--- src/rtl/dtcm_arb_pkg.sv ---
// Shared widths and requester IDs for the DTCM port arbiter.
// Two requesters share one DTCM port; the ID of each accepted command is queued for response routing.
package dtcm_arb_pkg;

  localparam int XLEN            = 32;
  localparam int DTCM_ADDR_WIDTH = 16;
  localparam int DTCM_OUTS_DEPTH = 2;
  localparam int DTCM_PTR_W      = (DTCM_OUTS_DEPTH > 2) ? 2 : 1;

  typedef enum logic {
    REQ_LSU = 1'b0,
    REQ_EXT = 1'b1
  } req_id_e;

  function automatic req_id_e other_req(input req_id_e id);
    return (id == REQ_LSU) ? REQ_EXT : REQ_LSU;
  endfunction

endpackage

--- src/rtl/dtcm_arb_idq.sv ---
// In-order queue of 1-bit requester IDs for outstanding DTCM commands.
// Push and pop may happen in the same cycle at any fill level, including when the queue is full.
module dtcm_arb_idq #(
  parameter int DEPTH = 2,
  parameter int PTR_W = 1
) (
  input  logic             clk,
  input  logic             rst_n,
  input  logic             push,
  input  logic             push_id,
  input  logic             pop,
  output logic             head_id,
  output logic [PTR_W:0]   count
);

  logic [DEPTH-1:0] ids;
  logic [PTR_W-1:0] wr_ptr;
  logic [PTR_W-1:0] rd_ptr;

  // DEPTH may be 1, so wrap explicitly rather than relying on pointer overflow.
  function automatic logic [PTR_W-1:0] ptr_inc(input logic [PTR_W-1:0] p);
    return (p == PTR_W'(DEPTH - 1)) ? '0 : p + PTR_W'(1);
  endfunction

  always_ff @(posedge clk or negedge rst_n) begin
    if (!rst_n) begin
      wr_ptr <= '0;
      rd_ptr <= '0;
      count  <= '0;
    end else begin
      if (push) wr_ptr <= ptr_inc(wr_ptr);
      if (pop)  rd_ptr <= ptr_inc(rd_ptr);
      if (push && !pop)
        count <= count + (PTR_W+1)'(1);
      else if (!push && pop)
        count <= count - (PTR_W+1)'(1);
    end
  end

  always_ff @(posedge clk) begin
    if (push) ids[wr_ptr] <= push_id;
  end

  assign head_id = ids[rd_ptr];

endmodule

--- src/rtl/dtcm_arb.sv ---
// Round-robin arbiter sharing the DTCM port between the LSU and the external slave port.
// Command and response paths are combinational; the grant is held while a command stalls.
module dtcm_arb
  import dtcm_arb_pkg::*;
#(
  parameter int OUTS_DEPTH = DTCM_OUTS_DEPTH,
  parameter int PTR_W      = DTCM_PTR_W
) (
  input  logic                       clk,
  input  logic                       rst_n,

  input  logic                       lsu_cmd_valid,
  output logic                       lsu_cmd_ready,
  input  logic                       lsu_cmd_read,
  input  logic [DTCM_ADDR_WIDTH-1:0] lsu_cmd_addr,
  input  logic [XLEN-1:0]            lsu_cmd_wdata,
  input  logic [XLEN/8-1:0]          lsu_cmd_wmask,
  output logic                       lsu_rsp_valid,
  input  logic                       lsu_rsp_ready,
  output logic [XLEN-1:0]            lsu_rsp_rdata,

  input  logic                       ext_cmd_valid,
  output logic                       ext_cmd_ready,
  input  logic                       ext_cmd_read,
  input  logic [DTCM_ADDR_WIDTH-1:0] ext_cmd_addr,
  input  logic [XLEN-1:0]            ext_cmd_wdata,
  input  logic [XLEN/8-1:0]          ext_cmd_wmask,
  output logic                       ext_rsp_valid,
  input  logic                       ext_rsp_ready,
  output logic [XLEN-1:0]            ext_rsp_rdata,

  output logic                       dtcm_cmd_valid,
  input  logic                       dtcm_cmd_ready,
  output logic                       dtcm_cmd_read,
  output logic [DTCM_ADDR_WIDTH-1:0] dtcm_cmd_addr,
  output logic [XLEN-1:0]            dtcm_cmd_wdata,
  output logic [XLEN/8-1:0]          dtcm_cmd_wmask,
  input  logic                       dtcm_rsp_valid,
  output logic                       dtcm_rsp_ready,
  input  logic [XLEN-1:0]            dtcm_rsp_rdata
);

  req_id_e        last_gnt;
  req_id_e        lock_id;
  req_id_e        gnt_id;
  logic           lock;
  logic           gnt_any;
  logic           gnt_valid;
  logic           gnt_ext;
  logic           q_avail;
  logic           q_busy;
  logic           push;
  logic           pop;
  logic           head_ext;
  logic [PTR_W:0] count;

  always_comb begin
    gnt_any = 1'b1;
    gnt_id  = REQ_LSU;
    if (lock)
      gnt_id = lock_id;
    else if (lsu_cmd_valid && ext_cmd_valid)
      gnt_id = other_req(last_gnt);
    else if (lsu_cmd_valid)
      gnt_id = REQ_LSU;
    else if (ext_cmd_valid)
      gnt_id = REQ_EXT;
    else
      gnt_any = 1'b0;
  end

  assign gnt_ext   = (gnt_id == REQ_EXT);
  assign gnt_valid = gnt_any & (gnt_ext ? ext_cmd_valid : lsu_cmd_valid);

  // A pop in the same cycle frees a slot, so a full queue can still accept.
  assign q_busy         = (count != '0);
  assign dtcm_rsp_ready = q_busy & (head_ext ? ext_rsp_ready : lsu_rsp_ready);
  assign pop            = dtcm_rsp_valid & dtcm_rsp_ready;
  assign q_avail        = (count < (PTR_W+1)'(OUTS_DEPTH)) | pop;

  assign dtcm_cmd_valid = gnt_valid & q_avail;
  assign push           = dtcm_cmd_valid & dtcm_cmd_ready;
  assign lsu_cmd_ready  = gnt_any & ~gnt_ext & dtcm_cmd_ready & q_avail;
  assign ext_cmd_ready  = gnt_any &  gnt_ext & dtcm_cmd_ready & q_avail;

  assign dtcm_cmd_read  = gnt_ext ? ext_cmd_read  : lsu_cmd_read;
  assign dtcm_cmd_addr  = gnt_ext ? ext_cmd_addr  : lsu_cmd_addr;
  assign dtcm_cmd_wdata = gnt_ext ? ext_cmd_wdata : lsu_cmd_wdata;
  assign dtcm_cmd_wmask = gnt_ext ? ext_cmd_wmask : lsu_cmd_wmask;

  assign lsu_rsp_valid  = dtcm_rsp_valid & q_busy & ~head_ext;
  assign ext_rsp_valid  = dtcm_rsp_valid & q_busy &  head_ext;
  assign lsu_rsp_rdata  = dtcm_rsp_rdata;
  assign ext_rsp_rdata  = dtcm_rsp_rdata;

  // last_gnt resets to ext so the LSU wins the first tie.
  always_ff @(posedge clk or negedge rst_n) begin
    if (!rst_n) begin
      last_gnt <= REQ_EXT;
      lock     <= 1'b0;
      lock_id  <= REQ_LSU;
    end else if (push) begin
      last_gnt <= gnt_id;
      lock     <= 1'b0;
    end else if (dtcm_cmd_valid) begin
      lock     <= 1'b1;
      lock_id  <= gnt_id;
    end
  end

  dtcm_arb_idq #(
    .DEPTH (OUTS_DEPTH),
    .PTR_W (PTR_W)
  ) u_idq (
    .clk     (clk),
    .rst_n   (rst_n),
    .push    (push),
    .push_id (gnt_ext),
    .pop     (pop),
    .head_id (head_ext),
    .count   (count)
  );

endmodule
--- config.mk ---
export PLATFORM = sky130hd
export DESIGN_NAME = dtcm_arb
export DESIGN_NICKNAME = d
export VERILOG_FILES = /design/src/rtl/dtcm_arb_pkg.sv /design/src/rtl/dtcm_arb_idq.sv /design/src/rtl/dtcm_arb.sv
export SDC_FILE = /design/constraint.sdc
export NUM_CORES = 1
export LEC_CHECK = 0
export ABC_AREA = 1
export CORE_AREA = 2 2 104 106
export CTS_BUF_LIST = sky130_fd_sc_hd__clkbuf_8
export CTS_CLUSTER_DIAMETER = 40
export DETAILED_ROUTE_END_ITERATION = 12
export DIE_AREA = 0 0 106 108
export DONT_BUFFER_PORTS = 1
export PLACE_DENSITY = 0.38
export RECOVER_POWER = 25
export SYNTH_ARGS = -nofsm -noshare
export SYNTH_HDL_FRONTEND = slang
export SYNTH_HIERARCHICAL = 1
export SYNTH_SLANG_ARGS = --single-unit
export TNS_END_PERCENT = 50
--- constraint.sdc ---
create_clock -name clk -period 3.5 [get_ports clk]
set_clock_uncertainty 0.15 [all_clocks]
set_input_delay 0.7 -clock clk [delete_from_list [all_inputs] [get_ports clk]]
set_output_delay 0.7 -clock clk [all_outputs]
set_load 0.01 [all_outputs]
==> impl_metrics.yaml <==
timing:
  tns_ns: 0
  setup_ws_ns: 0.841
  drv_slew: 0
  period_minus_slack_ns: 2.66
  finalSetupViolCount: 0
  fmax_ghz: 0.376
  relSlewSlack_pct: 61.8
  finalCritPeriodShare_pct: 76.0
  finalHoldViolCount: 0
  tightest_slew_ns: 0.573
  grt_setup_unrepaired: "false"
cts:
  clock_latency_ns: 0.23
  cts_root_buf: "clkbuf_8"
  numCtsBuffers: 3
  cts_tree: "built"
  clock-sinks: 9
  path_clk_slew_ns: 0.04
  h-tree-depth: 1
  cts_resized: 0
  clk_path_buf_depth: 2
  post_cts.repair.setup_buffers: 0
  cts.hold.buffers_added: 0
critical_path:
  end_kind: "output port"
  critPathMaxFanout: 58
  worst_ep_arrival_time_ns: 1.81
  critPathKind: "primary input to output port"
  startpoint_type: "primary input"
  cp_data_required_time_ns: 2.65
cells_and_area:
  fin_cells: 377
  fillers: 1205
  stdcell_area_mm2: 0.00140
  area_growth_pct: -19.3
  drive_gt1_share_pct: 6.64
  multi_input_area_um2: 840
  diodes: 0
  register_area_um2: 236
  nets: 389
  utilization_pct: 13.6
die:
  io_pins: 269
  core_mm2: 0.0102
  start_util_pct: 16.9
  die_h_um: 108
  dieArea_mm2: 0.0114
  die_x_um: 106
  rows: 37
outcome:
  status: "complete, no violations"
drt:
  avgRoutedWirePerCell_um: 14.5
  via_count: 1500
  ant_nets: 0
  wl_um: 5460
  drtIter0Drc: 66
  drc: 0
  via_per_inst: 3.98
  dr.pass1.iters: 4
logic_synthesis:
  synth_cell_types: 22
  synthXorXnorAreaFrac_pct: 1.52
  synth_area_mm2: 0.00173
  synth.area.top_cells: "nand2_1, buf_4, dfrtp_1, edfxtp_1, inv_1"
  netlist.area_leader.share_pct: 38.6
  synth-seq-cells: 9
  netlist_instances: 308
  yosysMostFrequentCell: "nand2_1"
  synthTopCellsByCount: "nand2_1, buf_4, inv_1"
  synth_compound_area_share_pct: 0.796
  synthArstFlopShare_pct: 77.8
  yosysSeqAreaShare_pct: 13.7
  synth.area.mux_share_pct: 0.651
  yosysTopAreaCell: "nand2_1"
  avgSynthCellArea_um2: 5.61
  yosys.area_share.simple_pct: 44.9
  synth_top_family_by_area: "simple AND/OR/NAND/NOR gates"
  ys_warn_count: 6
  synth_fa_ha_area_share_pct: 0.724
  synth_nets: 455
  synth-edff-count: 2
  synth_ff_type: "dfrtp_1"
place:
  pre_cts_ws_ns: 0.790
  gp_congestion: 0.627
  placed_area_mm2: 0.00135
  place_hpwl_um: 4620
  dp_cells: 373
  io_buffers: 0
global_route:
  overflow: 0
  grt_start_max_net_pins: 59
  gr-usage-all-layers_pct: 8.08
  grt_pass1_vias: 1294
  antenna_found_initial: 0
  grt_pass1_wl_um: 7070
flow_run:
  drv_cap: 0
pwr:
  p_leak_nw: 0.832
  ir_drop_mv: 0.270
  power_density_mw_per_mm2: 857
min_path:
  worstHoldPathType: "primary input to asynchronous set/reset pin"
==> through the flow <==
stage	power [mW]	hold WS [ns]
final	1.20	0.0122
after global routing	1.32	0.00354
after CTS	1.23	0.00372
after detailed placement	1.10	0.255
after global placement	1.08	0.255
after floorplan	1.07	0.254
==> sequential cells by signal, indices dropped and copies added (netlist names) <==
| name | count |
|---|---|
| u_idq/count | 2 |
| u_idq/ids | 2 |
| last_gnt | 1 |
| lock | 1 |
| lock_id | 1 |
| u_idq/rd_ptr | 1 |
| u_idq/wr_ptr | 1 |
==> worst max-delay path: stages <==
cell	delay, ns
nand2_1	0.05
nand3_2	0.08
nand2_2	0.10
buf_4	0.46
nand2_1	0.09
nand2_1	0.12
nand2_1	0.08
inv_1	0.12
==> kinds of logic after synthesis <==
group	count (synthesis)
xor+xnor	3
flops	9
compound gates	2
mux	1
fa+ha+maj	1
buf+inv	94
simple gates	198
==> per-layer routing <==
layer | up-vias | share of wire (%) | GRT usage (%)
met5 | - | 0 | 0
met4 | 0 | 1.4 | 2.35
met3 | 6 | 11 | 2.83
met2 | 136 | 51 | 14.8
met1 | 636 | 37 | 8.83
li1 | 722 | - | -
==> worst paths after layout <==
path                                from              to  slack, ns  cells after the start
max                        lsu_cmd_valid  dtcm_cmd_valid       0.84                      8
min                                rst_n    u_idq/wr_ptr       0.01                      0
max reg2reg                 u_idq/rd_ptr  u_idq/count[1]       1.20                     13
min reg2reg                     last_gnt        last_gnt       0.32                      2
max in group asynchronous          rst_n        last_gnt       3.02                      0
min in group clk                last_gnt        last_gnt       0.32                      2
==> cells in the final DEF, fill, tap and decap left out, drive strengths merged <==
| cell type | netlist | layout |
|---|---|---|
| nor3 | 1 | 1 |
| dfrtp | 6 | 6 |
| xnor2 | 1 | 1 |
| dfstp | 1 | 1 |
| edfxtp | 2 | 2 |
| inv | 19 | 20 |
| o311ai | 1 | 1 |
| a21oi | 1 | 1 |
| clkbuf | 0 | 3 |
| nand2 | 181 | 181 |
| nand4 | 5 | 5 |
| buf | 75 | 4 |
| mux2 | 1 | 1 |
| nand3 | 5 | 5 |
| nor2 | 6 | 6 |
| ha | 1 | 1 |
| xor2 | 2 | 2 |
==> where the power goes <==
part | leakage [nW] | internal [mW] | switching, mW
clock network | 0.0269 | 0.0763 | 0.0406
registers | 0.101 | 0.162 | 0.0424
logic | 0.704 | 0.217 | 0.657
==> area by class of cell <==
class	count	area share (%)
clock buffer	3	2.96
clock inverter	1	0.269
inverter	19	5.29
multi-input combinational	205	60.2
sequential	9	17.0
tap	136	12.2
timing repair buffer	4	2.15
Note: power is estimated with default switching activity, not from simulation.
